--- src/rtl/usb_rx_sie.sv ---
// Low-speed USB receive SIE front end: NRZI decode, SYNC hunt, bit unstuffing,
// LSB-first byte assembly and EOP detection. Optional bus-reset detect: USB_RX_BUS_RESET_EN.
package types;
  typedef enum logic [1:0] {D_SE0 = 2'b00, D_J = 2'b01, D_K = 2'b10, D_SE1 = 2'b11} d_port_t;
endpackage

module usb_rx_sie #(
  parameter int SYNC_ZEROS       = 5,
  parameter int BUS_RESET_CYCLES = 60
) (
  input  logic            clk,
  input  logic            reset,
  input  types::d_port_t  d,
  input  logic            strobe,
  output logic [7:0]      rx_data,
  output logic            rx_valid,
  output logic            rx_active,
  output logic            rx_error,
  output logic            eop,
  output logic            bus_reset
);
  import types::*;

  if (SYNC_ZEROS < 1 || SYNC_ZEROS > 7 || BUS_RESET_CYCLES < 1) begin : g_bad_param
    $error("usb_rx_sie: parameter out of range");
  end

  localparam logic [2:0] ZMIN = 3'(SYNC_ZEROS);

  typedef enum logic [2:0] {S_IDLE, S_HUNT, S_DATA, S_EOP, S_ERR} state_t;

  state_t     r_state, w_state_nx;
  d_port_t    r_prev;
  logic [2:0] r_zero_cnt, w_zero_nx;
  logic [2:0] r_bit_cnt, w_bit_nx;
  logic [2:0] r_ones_cnt, w_ones_nx;
  logic [6:0] r_shift;
  logic       w_jk, w_bit, w_take, w_err, w_eop, w_act_nx, w_force;

  assign w_jk  = (d == D_J) || (d == D_K);
  assign w_bit = (d == r_prev);

`ifdef USB_RX_BUS_RESET_EN
  localparam logic [15:0] BR_LAST = 16'(BUS_RESET_CYCLES - 1);
  logic [15:0] r_br_cnt;

  // Runs every clk, independent of strobe; saturates so a long SE0 cannot wrap.
  always_ff @(posedge clk) begin
    if (reset) begin
      r_br_cnt  <= 16'd0;
      bus_reset <= 1'b0;
    end else if (d == D_SE0) begin
      if (r_br_cnt != 16'hFFFF) r_br_cnt <= r_br_cnt + 16'd1;
      if (r_br_cnt >= BR_LAST) bus_reset <= 1'b1;
    end else begin
      r_br_cnt  <= 16'd0;
      bus_reset <= 1'b0;
    end
  end
  assign w_force = bus_reset;
`else
  assign bus_reset = 1'b0;
  assign w_force   = 1'b0;
`endif

  always_comb begin
    w_state_nx = r_state;
    w_zero_nx  = r_zero_cnt;
    w_bit_nx   = r_bit_cnt;
    w_ones_nx  = r_ones_cnt;
    w_take     = 1'b0;
    w_err      = 1'b0;
    w_eop      = 1'b0;
    w_act_nx   = rx_active;
    if (strobe) begin
      unique case (r_state)
        S_IDLE: if (d == D_K) begin
          w_state_nx = S_HUNT;
          w_zero_nx  = 3'd1;
        end
        S_HUNT: begin
          if (!w_jk) w_state_nx = S_IDLE;
          else if (!w_bit) begin
            if (r_zero_cnt != 3'd7) w_zero_nx = r_zero_cnt + 3'd1;
          end else if (r_zero_cnt >= ZMIN) begin
            w_state_nx = S_DATA;
            w_act_nx   = 1'b1;
            w_bit_nx   = 3'd0;
            w_ones_nx  = 3'd0;
          end else w_state_nx = S_IDLE;
        end
        S_DATA: begin
          if (w_jk) begin
            if (r_ones_cnt == 3'd6) begin
              if (!w_bit) w_ones_nx = 3'd0;
              else begin
                w_err      = 1'b1;
                w_act_nx   = 1'b0;
                w_state_nx = S_ERR;
              end
            end else begin
              w_take    = 1'b1;
              w_bit_nx  = r_bit_cnt + 3'd1;
              w_ones_nx = w_bit ? r_ones_cnt + 3'd1 : 3'd0;
            end
          end else if (d == D_SE0) begin
            // SE0 mid-byte still leads to EOP, but the packet is flagged bad.
            w_err      = (r_bit_cnt != 3'd0);
            w_state_nx = S_EOP;
          end else begin
            w_err      = 1'b1;
            w_act_nx   = 1'b0;
            w_state_nx = S_ERR;
          end
        end
        S_EOP: begin
          if (d == D_J) begin
            w_eop      = 1'b1;
            w_act_nx   = 1'b0;
            w_state_nx = S_IDLE;
          end else if (d != D_SE0) begin
            w_err      = 1'b1;
            w_act_nx   = 1'b0;
            w_state_nx = S_ERR;
          end
        end
        S_ERR: if (d == D_J) w_state_nx = S_IDLE;
        default: w_state_nx = S_IDLE;
      endcase
    end
    if (w_force) begin
      w_state_nx = S_IDLE;
      w_act_nx   = 1'b0;
      w_err      = 1'b0;
      w_eop      = 1'b0;
      w_take     = 1'b0;
    end
  end

  always_ff @(posedge clk) begin
    if (reset) begin
      r_state    <= S_IDLE;
      r_prev     <= D_J;
      r_zero_cnt <= 3'd0;
      r_bit_cnt  <= 3'd0;
      r_ones_cnt <= 3'd0;
      r_shift    <= 7'd0;
      rx_data    <= 8'h00;
      rx_valid   <= 1'b0;
      rx_active  <= 1'b0;
      rx_error   <= 1'b0;
      eop        <= 1'b0;
    end else begin
      r_state    <= w_state_nx;
      r_zero_cnt <= w_zero_nx;
      r_bit_cnt  <= w_bit_nx;
      r_ones_cnt <= w_ones_nx;
      rx_active  <= w_act_nx;
      rx_error   <= w_err;
      eop        <= w_eop;
      rx_valid   <= w_take && (r_bit_cnt == 3'd7);
      if (strobe && w_jk) r_prev <= d;
      if (w_take) begin
        if (r_bit_cnt == 3'd7) rx_data <= {w_bit, r_shift};
        else r_shift[r_bit_cnt] <= w_bit;
      end
    end
  end
endmodule

--- config.mk ---
export PLATFORM = sky130hd
export DESIGN_NAME = usb_rx_sie
export DESIGN_NICKNAME = d
export VERILOG_FILES = /design/src/rtl/usb_rx_sie.sv
export SDC_FILE = /design/constraint.sdc
export NUM_CORES = 1
export LEC_CHECK = 0
export ABC_AREA = 1
export CAP_MARGIN = 20
export CELL_PAD_IN_SITES_DETAIL_PLACEMENT = 0
export CELL_PAD_IN_SITES_GLOBAL_PLACEMENT = 1
export CORE_MARGIN = 2
export CORE_UTILIZATION = 40
export DETAILED_ROUTE_END_ITERATION = 8
export HOLD_SLACK_MARGIN = 0.06
export PLACE_DENSITY_LB_ADDON = 0.2
export SYNTH_ARGS = -nofsm -noshare
export SYNTH_HDL_FRONTEND = slang
export SYNTH_SLANG_ARGS = --single-unit
--- constraint.sdc ---
create_clock -name clk -period 2 [get_ports clk]
set_input_delay 0.4 -clock clk [delete_from_list [all_inputs] [get_ports clk]]
set_output_delay 0.4 -clock clk [all_outputs]
set_load 0.005 [all_outputs]
==> results.ini <==
[outcome]
status=finished clean

[clock_network]
cts_buffers=5
clock-sinks=33
htree_levels=2
cts_root_buf=clkbuf_8
cts_tree=built
worstSkewPairLatency_ns=0.29
clock_path_buffers=2
postCtsHoldBufs=0
clkTransAtPathRegs_ns=0.07

[synth]
synth_area_um2=1990
syn_inst=312
synth.distinct_cells=28
synth_top_cell_by_area=dfxtp_1
netlist_top_cells_area=dfxtp_1 33%, nand2_1 16%, nor2_1 11%, nand3_1 8.8%, ha_1 7.5%
yosys.area.top_type_share=0.331
ys_seq_elements=33
postSynthAreaPerCell_um2=6.39
yosys_warnings=0
seq_area_frac_synth=0.331
syn_nets=329

[pwr]
power_density_nw_per_um2=786
clkPwrFrac=0.262
power_frac_seq=0.410
intPower_mw=1.20
power_mw=1.94
irDropWorstVdd_v=0.000342
comb_power_share=0.328
p_switching_mw=0.737
p_leak_nw=1.12
switching_share=0.381

[setup_path]
cp.required_ns=2.18
slowest_delay_ns=0.47
cp.arrival_ns=2.01
path_cells=clkdlybuf4s50_1 -> inv_1 -> ha_4 -> inv_1 -> buf_4 -> nand2_1 -> o21ai_0 -> nor2_1 -> nand3_1 -> nand2_1 -> nor2_1
path_class=primary input to flip-flop
rrSetupSlack_ns=0.29
worstSetupStartpoint=d[1]
timing.rr.start=r_ones_cnt[0]$_SDFFE_PP0P_
startpoint_type=primary input
r2r-end=rx_data[2]$_SDFFE_PP0P_
r2r_cells=8
slowest_stage=clkdlybuf4s50_1
cp-end-kind=flip-flop
critPathMaxFanout=4

[floorplanning]
start_util=0.419
core_um2=4750
die_h_um=74.6
fp.dieArea_um2=5560
num_rows=25
io_pins=18
die_w_um=74.6

[placed_design]
dp_hpwl_um=3490
dp.cells=410
port-buffer-count=16
gp_congestion=0.840

[global_routing]
grt_antenna_before_repair=0
grt-ovfl-total=0
grt_pass1_vias=1695
grt_max_degree=13
grt_pass1_wl_um=7890
grt_usage=0.186

[route]
drt_iter0_drc=127
vias=1914
vias_per_cell=4.58
drtPass1Iterations=4
drc=0
drt.antenna.violating_nets=0
avgRoutedWirePerCell_um=10.9
routed_wl_um=4550

[finish]
mostFrequentLayoutCells=84 x nand2_1, 60 x nor2_1, 36 x inv_1
antenna_cells=0
nFillCells=523
multi_input_area_um2=1160
seq_area_um2=661
nets=367
drive_gt1_frac=0.123
area_delta_synth_final_pct=23.5
layout_commonest_cell=nand2_1
fin_util=0.518
stdcell_count=418

[timing]
final.min_clock_period_ns=1.83
slew_viol_final=0
period_share=0.914
max_freq_mhz=547
finalSetupViolCount=0
report.final.hold_viol_count=0
clock-skew-final_ns=0.00679

[worst_hold_path]
hold_class=flip-flop to flip-flop
min_from=rx_data[6]$_SDFFE_PP0P_
holdPathEnd=rx_data[6]$_SDFFE_PP0P_
min_path_cells=2

[flow_run]
max-cap-violations=0

[through the flow]
step,setup slack (ns),hold slack [ns],TNS (ns),area [µm²]
final,0.172,0.459,0,2460
after CTS,0.0729,0.462,0,2440
after global routing,-0.00445,0.481,-0.00693,2460
after floorplan,0.323,0.451,0,1990
after detailed placement,-0.214,0.451,-4.95,2360
after global placement,-0.216,0.449,-4.84,2360
[worst max-delay path by stage]
stage | slack (ns) | depth (start not counted) | to
floorplan | 0.32 | 9 | r_shift[6]$_SDFFE_PP0P_
global placement | -0.22 | 10 | r_shift[3]$_SDFFE_PP0P_
detailed placement | -0.21 | 9 | r_shift[0]$_SDFFE_PP0P_
CTS | 0.07 | 10 | r_shift[0]$_SDFFE_PP0P_
global route | -0.004 | 11 | r_bit_cnt[0]$_SDFFE_PP0P_
finish | 0.17 | 11 | r_bit_cnt[2]$_SDFFE_PP0P_
[cells in the mapped netlist]
master,number
nand2_1,84
nor2_1,61
inv_1,36
nand3_1,35
dfxtp_1,33
a21oi_1,12
ha_1,12
nor3_1,8
o21ai_0,5
buf_4,3
clkbuf_1,3
inv_2,2
nand2_4,2
nor2_2,2
a21boi_1,1
a31oi_1,1
buf_6,1
conb_1,1
nand2_2,1
nand3b_1,1
nand4_1,1
nor2_4,1
nor3_4,1
nor4_1,1
nor4_4,1
o211ai_1,1
or2_2,1
xor2_1,1
[worst max-delay path, delay by kind of cell]
kind                       cells  cell delay (ns)
AOI/OAI and AO/OA              1             0.09
adders and majority gates      1             0.30
buffers and inverters          4             0.74
and+or+nand+nor                5             0.48
[state kept, by name, summed over array words and instances (netlist names)]
signal / flops
r_ones_cnt: 3
eop: 1
r_shift: 7
rx_valid: 1
rx_data: 8
r_zero_cnt: 3
r_bit_cnt: 3
r_state: 3
rx_active: 1
rx_error: 1
r_prev: 2
[timing repair]
action	CTS	global route
setup buffers	0	0
endpoints found under the setup margin	0	17
gates resized for setup	0	5
[kinds of logic (layout without fill, tap and decap cells)]
| kind of cell | count (synthesis) | count (layout) | share of synthesized area |
|---|---|---|---|
| simple gates | 200 | 200 | 0.439 |
| buf+inv | 45 | 84 | 0.0942 |
| flops | 33 | 33 | 0.331 |
| compound gates | 20 | 20 | 0.0534 |
| fa+ha+maj | 12 | 12 | 0.0753 |
| other cells | 1 | 1 | 0.00188 |
| xor+xnor | 1 | 1 | 0.00440 |
[routing by layer]
metal  routed length (µm)  share of wire  global-route usage  vias to the layer above
met5                    0              0                   0                        -
met4                   42         0.0092              0.0476                        0
met3                  159          0.035              0.0366                        4
met2                 1880           0.41               0.275                       27
met1                 2470           0.54               0.276                      833
li1                     -              -                   -                     1050
[power groups by stage]
| stage | logic [mW] | clock network, mW | registers, mW |
|---|---|---|---|
| 2_1_floorplan | 0.479 | 0 | 0.775 |
| 3_3_place_gp | 0.629 | 0 | 0.809 |
| 3_5_place_dp | 0.624 | 0 | 0.808 |
| 4_1_cts | 0.629 | 0.527 | 0.792 |
| 5_1_grt | 0.736 | 0.555 | 0.803 |
| 6_report | 0.635 | 0.506 | 0.794 |
[final cells by class]
cell class / count / share of cell area
Inverter: 38 / 0.0579
Clock inverter: 3 / 0.00711
Clock buffer: 5 / 0.0279
Tap cell: 67 / 0.0340
Timing Repair Buffer: 38 / 0.134
Sequential cell: 33 / 0.268
Multi-Input combinational cell: 234 / 0.471
Note: power is estimated with default switching activity, not from simulation.
